==> src/rtl/ds_run_sequencer.sv <==
// Run controller for the down-sample processor: issues start pulses for a batch of
// runs, times each run against the finished handshake, aborts on hang, snapshots debug.
module ds_run_sequencer #(
  parameter int DBG_W   = 16,
  parameter int CNT_W   = 24,
  parameter int RUNS_W  = 8,
  parameter int TIMEOUT = 4096
) (
  input  logic              clock,
  input  logic              rst_n,
  input  logic              go,
  input  logic [RUNS_W-1:0] num_runs,
  output logic              proc_start,
  input  logic              proc_finished,
  input  logic [DBG_W-1:0]  dbg_in,
  output logic              busy,
  output logic              done,
  output logic              timeout_err,
  output logic [CNT_W-1:0]  cycles,
  output logic [CNT_W-1:0]  total_cycles,
  output logic [RUNS_W-1:0] runs_done,
  output logic [DBG_W-1:0]  snapshot,
  output logic              snap_valid
);

  typedef enum logic [2:0] {
    IDLE,
    START,
    WAIT,
    CAPTURE,
    DONE
  } state_t;

  localparam logic [CNT_W-1:0] TIMEOUT_CNT = CNT_W'(TIMEOUT);

  state_t            state;
  logic              fin_q;
  logic [CNT_W-1:0]  cnt;
  logic [RUNS_W-1:0] runs_q;
  logic [DBG_W-1:0]  dbg_q;
  logic              rise;
  logic [CNT_W:0]    sum;
  logic [RUNS_W-1:0] runs_next;

  assign rise      = proc_finished & ~fin_q;
  assign sum       = {1'b0, total_cycles} + {1'b0, cnt};
  assign runs_next = runs_done + 1'b1;

  // cnt equals the number of cycles elapsed since the start pulse cycle, so the
  // value held when a rise is sampled is exactly the run length.
  always_ff @(posedge clock or negedge rst_n) begin
    if (!rst_n) begin
      state        <= IDLE;
      fin_q        <= 1'b0;
      cnt          <= '0;
      runs_q       <= '0;
      dbg_q        <= '0;
      proc_start   <= 1'b0;
      busy         <= 1'b0;
      done         <= 1'b0;
      timeout_err  <= 1'b0;
      cycles       <= '0;
      total_cycles <= '0;
      runs_done    <= '0;
      snapshot     <= '0;
      snap_valid   <= 1'b0;
    end else begin
      fin_q      <= proc_finished;
      proc_start <= 1'b0;
      done       <= 1'b0;
      snap_valid <= 1'b0;
      case (state)
        IDLE: begin
          if (go) begin
            runs_q      <= num_runs;
            runs_done   <= '0;
            timeout_err <= 1'b0;
            cnt         <= '0;
            busy        <= 1'b1;
            if (num_runs == '0) begin
              state <= DONE;
              done  <= 1'b1;
            end else begin
              total_cycles <= '0;
              state        <= START;
              proc_start   <= 1'b1;
            end
          end
        end
        START, WAIT: begin
          if (rise) begin
            dbg_q <= dbg_in;
            state <= CAPTURE;
          end else if (state == WAIT && cnt == TIMEOUT_CNT) begin
            timeout_err <= 1'b1;
            state       <= DONE;
            done        <= 1'b1;
          end else begin
            cnt   <= cnt + 1'b1;
            state <= WAIT;
          end
        end
        CAPTURE: begin
          cycles       <= cnt;
          snapshot     <= dbg_q;
          snap_valid   <= 1'b1;
          runs_done    <= runs_next;
          total_cycles <= sum[CNT_W] ? '1 : sum[CNT_W-1:0];
          if (runs_next < runs_q) begin
            state      <= START;
            proc_start <= 1'b1;
            cnt        <= '0;
          end else begin
            state <= DONE;
            done  <= 1'b1;
          end
        end
        DONE: begin
          state <= IDLE;
          busy  <= 1'b0;
        end
        default: begin
          state <= IDLE;
          busy  <= 1'b0;
        end
      endcase
    end
  end

endmodule

==> config.mk <==
export PLATFORM = sky130hd
export DESIGN_NAME = ds_run_sequencer
export DESIGN_NICKNAME = d
export VERILOG_FILES = /design/src/rtl/ds_run_sequencer.sv
export SDC_FILE = /design/constraint.sdc
export NUM_CORES = 1
export LEC_CHECK = 0
export BUFFER_PORTS_ARGS = -buffer_cell sky130_fd_sc_hd__buf_4
export CAP_MARGIN = 25
export CORE_MARGIN = 1.5
export CORE_UTILIZATION = 50
export CTS_BUF_LIST = sky130_fd_sc_hd__clkbuf_4
export CTS_CLUSTER_SIZE = 16
export DETAILED_ROUTE_END_ITERATION = 10
export HOLD_SLACK_MARGIN = 0.03
export PLACE_DENSITY = 0.74
export SYNTH_ARGS = -nofsm -noshare
export SYNTH_HDL_FRONTEND = slang
export SYNTH_SLANG_ARGS = --single-unit
==> constraint.sdc <==
create_clock -name clock -period 7.4 [get_ports clock]
set_input_delay 0.74 -clock clock [delete_from_list [all_inputs] [get_ports clock]]
set_output_delay 0.74 -clock clock [all_outputs]
set_load 0.01 [all_outputs]
# [Word level (Yosys, flattened, before mapping)]
# Index checks and enable logic that the tools add are counted.
[totals] in_bits=28 elab_cells=80 out_inout_bits=77 ff_bits=129
[classes] n_mux=34 eq_ne=10 n_reduce_logical=15 addsub=3 n_lt_le_gt_ge=1 bitwise=3
[ops] cell="$mux W24" count=7
[ops] cell="$pmux W24 S3" count=1
[ops] cell="$pmux W24 S2" count=1
[ops] cell="$add A24 B24 Y25" count=1
[ops] cell="$add A24 B1 Y24 const B" count=1
[ops] cell="$eq A24 B13 Y1 const B" count=1
[ops] cell="$pmux W8 S2" count=1
[ops] cell="$mux W3" count=5
[ops] cell="$mux W1" count=13
[ops] cell="$ne A2 B2 Y1 const B" count=6
[ops] cell="$pmux W3 S3" count=1
[ops] cell="$add A8 B1 Y8 const B" count=1
[ops] cell="$logic_not A8 Y1" count=1
[ops] cell="$lt A8 B8 Y1" count=1
[ops] cell="$mux W8" count=1
[ops] cell="$reduce_and A2 Y1" count=4
[ops] cell="$eq A3 B2 Y1 const B" count=2
[ops] cell="$pmux W1 S2" count=3
[ops] cell="$reduce_and A5 Y1" count=1
[ops] cell="$reduce_and A4 Y1" count=1
[ops] cell="$reduce_bool A2 Y1" count=2
[ops] cell="$eq A3 B1 Y1 const B" count=1
[ops] cell="$logic_not A3 Y1" count=1
[ops] cell="$pmux W1 S3" count=1
[ops] cell="7 further kinds" count=8

# [Longest topological paths before layout]
[logic_depth] depth_word=5 mapped_depth=13 ltp_nobuf=11

# [Worst setup path before layout]
# No wires, ideal clock.
[synth_timing] kind="flip-flop to flip-flop" from="register runs_done[0]" to="register cnt[22]" synth_period_minus_slack_ns=3.009 path_stages_with_launch=12 path_buffers=0 arrival_time_ns=2.943 slack_ns=4.391 required_time_ns=7.334 path_cell_list="dfrtp_1 > ha_1 > ha_1 > a21boi_1 > o21a_1 > o21a_1 > o21a_1 > o211ai_2 > a31oi_4 > or3_4 > or4_1 > nand2_1"
[synth_between] elab_chain_len=4
[synth_rtl] element="from (decl)" line_no="21" source="output logic [RUNS_W-1:0] runs_done,"
[synth_rtl] element="from (signal assigned)" line_no="107" source="runs_done <= runs_next;"
[synth_rtl] element="$add A8 B1 Y8" line_no="47" source="assign runs_next = runs_done + 1'b1;"
[synth_rtl] element="$lt A8 B8 Y1" line_no="109" source="if (runs_next < runs_q) begin"
[synth_rtl] element="$ne A2 B2 Y1 (no line)"
[synth_rtl] element="$reduce_and A5 Y1 (no line)"
[synth_rtl] element="to (signal assigned)" line_no="99" source="cnt <= cnt + 1'b1;"
[synth_rtl] element="to (decl)" line_no="38" source="logic [CNT_W-1:0] cnt;"
# No other way between the ends.
# A chain may end at the register's enable or synchronous reset.

# [Worst setup path after layout]
[layout_timing] from="register cnt[7]" to="register total_cycles[3]"
[layout_between] elab_chain_len=3
[layout_rtl] element="$add A24 B24 Y25" line_no="46" source="assign sum = {1'b0, total_cycles} + {1'b0, cnt};"
[layout_rtl] element="$mux W24" line_no="108" source="total_cycles <= sum[CNT_W] ? '1 : sum[CNT_W-1:0];"
[layout_rtl] element="$pmux W24 S2" line_no="72" source="case (state)"
[layout_rtl] element="to (signal assigned)" line_no="108"
[layout_rtl] element="to (decl)" line_no="20" source="output logic [CNT_W-1:0] total_cycles,"
# No other way between the ends.

==> metrics.txt <==
Lkg Pwr between 3 and 4 nW; Total GRT Usage between 20% and 30%; max_cap viols 0; Mapped Nets between 800 and 900; crit share post-route between 40% and 50%; Worst-Margin Slew 1.01 ns; min Tclk post-route approximately 3.6 ns; layout overhead on the synthesized area 18.6%; CTS tree yes; synthesized area approximately 0.0068 mm²; CTS clk-pin slew, worst paths between 0.1 and 0.15 ns; initial core utilization roughly half; Die Y 119 µm; grt ovf 0; M3 GR Usage 6.80%; Achievable Freq 0.276 GHz; internal cell power around 1.7 mW; I/O Pins 105; Setup TNS Final 0 ns; CTS HTree Levels 4; unrepaired setup endpoints after global routing false; Mapped Cells between 700 and 800; max_slew headroom between 30 and 40%; residual DRC count 0; row cnt 42; hold slack between 0.2 and 0.3 ns; later-pin clock latency in the skew report 0.54 ns; top_reg_cell synth dfrtp_1; top cell type by total area after synthesis dfrtp_1; syn_area_per_cell around 9 µm²; Slew Viols, Final 0; Worst setup EP type register; CTS Buf Count 17; Clock Tree Root clkbuf_4; cts-stage hold buffer count 0; vias in the first global route ~5700; fill count 1139; mean number of vias per cell 5.70; nets 904; Non-Filler Instances approximately 1000; Pre-Repair DR Iteration Count 5; GPL Wtd Cong 0.960; Vias about 5900; EDFF count, synth 0; Worst EP arrival around 4 ns; final hold viol count 0; Net Sw Frac between 30% and 40%; DRT iter0 DRCs 442; Async SR Flop Fraction between 90% and 100%; placed cells approximately 1000; worst min path class input port to asynchronous set/reset pin; Synth Warn # 0; largest net degree at the start of global routing 75; synth top area cells dfrtp_1 (48%), nand2_1 (9.5%), ha_1 (6.3%), a21oi_1 (4.2%), o21ai_0 (3.8%); status completed; Clock power frac 20.8%; net load switching power between 1 and 1.5 mW; GR peak layer met2; clk_skew about 0.018 ns; critical path type register to register; CP required 7.83 ns; Yosys cell types 47; Synth top area share a little under half; met2 GRT Util 38.1%; routed wire length per instance approximately 16 µm; Core Area 0.0132 mm²; dpl hpwl 11800 µm; final core occ between 60% and 70%; final setup vio count 0; FF+latch count, synth approximately 130; VDD IR max 0.204 mV; met1 Use GR 32.6%; Sink Count 129; Comb pwr share a little over two fifths; post-CTS setup buffer count 0; global-route wire length before repair 27800 µm; Post-synth top cells nand2_1 (172), dfrtp_1 (129), a21oi_1 (57); sequential power share between 30% and 40%; DRT Wirelength 16900 µm; clk buf depth 2; layout cell share with drive strength beyond 1 between 10% and 20%; DIE AREA roughly 0.014 mm²; ANT nets after route 0; leading cell type by number of instances after synthesis nand2_1; CP Launch Type register; IO Port Bufs 104; post-cts repair resize count 0; Die X between 100 and 150 µm; PwrDens between 300 and 400 mW/mm²; initial antenna violation count 1; crit path max fanout 22; Seq/Total Area, Yosys a little under half
worst max-delay path: stages, from the launching register on:
cell and delay (ns):
dfrtp_1 0.51, ha_1 0.42, a21oi_1 0.31, o21ai_0 0.18, nor3_1 0.26, o21ai_1 0.16
a221oi_2 0.33, o211a_1 0.23, o21a_1 0.71, a21oi_1 0.16, a31o_2 0.25
state kept, by name, indices dropped and copies added (netlist names), 3 cells and up:
name and count:
cnt 24, cycles 24, total_cycles 24, dbg_q 16, snapshot 16, runs_done 8, runs_q 8, state 3
power by group through the flow:
stage,Clock (mW),Sequential [mW],Combinational (mW)
after floorplan,0,1.10,0.763
after global placement,0,1.08,1.17
after detailed placement,0,1.09,1.21
after CTS,0.615,1.08,1.22
after global routing,0.646,1.11,1.35
final,0.603,1.08,1.22
metal layers:
| layer | routed length, µm | vias to the layer above |
|---|---|---|
| met3 | 1220 | 19 |
| met1 | 7520 | 2844 |
| met2 | 7910 | 205 |
| li1 | - | 2813 |
| met4 | 245 | 0 |
| met5 | 0 | - |
worst paths after layout:
path | start | end | slack (ns) | cells past startpoint
min in group clock | proc_finished | fin_q | 0.32 | 1
worst min register to register | dbg_q[11] | snapshot[11] | 0.48 | 2
max in group asynchronous | rst_n | snapshot[1] | 5.77 | 2
worst max-delay path | cnt[7] | total_cycles[3] | 3.78 | 10
worst max register to register | cnt[7] | total_cycles[3] | 3.78 | 10
worst min-delay path | rst_n | runs_q[5] | 0.27 | 1
area by class of cell:
type                            count  area [µm²]  area share [%]
Antenna cell                        1        2.50          0.0311
Inverter                           14        52.6           0.653
Clock inverter                     15         239            2.97
Sequential cell                   129        3230            40.1
Timing Repair Buffer              108         811            10.1
Tap cell                          176         220            2.74
Clock buffer                       17         128            1.59
Multi-Input combinational cell    571        3370            41.8
per-stage QoR:
stage                     worst slack, ns  cell area [µm²]  power [mW]
after CTS                            3.83             8040        2.91
after detailed placement             3.87             7670        2.30
after global placement               3.99             7670        2.25
after global routing                 3.57             8050        3.10
after floorplan                      4.39             6780        1.86
final                                3.78             8050        2.90
placed cells by master (no fill, tap or decap), drive strengths merged, types with 9 or more instances in the layout:
cell type and count:
nand2 172, dfrtp 129, buf 108, a21oi 57, o21ai 53, nor2 45
ha 34, nand3 29, xnor2 17, mux2 17, clkbuf 17, a31oi 17
inv 15, xor2 13, and3 10, a21o 10, nor4 9
cell families (layout without fill, tap and decap cells):
kind of cell | after synthesis | in the layout | share of synthesized area, %
compound gates | 178 | 178 | 16.0
simple gates | 311 | 311 | 20.3
fa+ha+maj | 35 | 35 | 6.57
flops | 129 | 129 | 47.6
mux | 17 | 17 | 2.82
other cells | 0 | 1 | 0
xor+xnor | 30 | 30 | 3.87
buf+inv | 50 | 154 | 2.88
(Power assumes the default switching activity.)
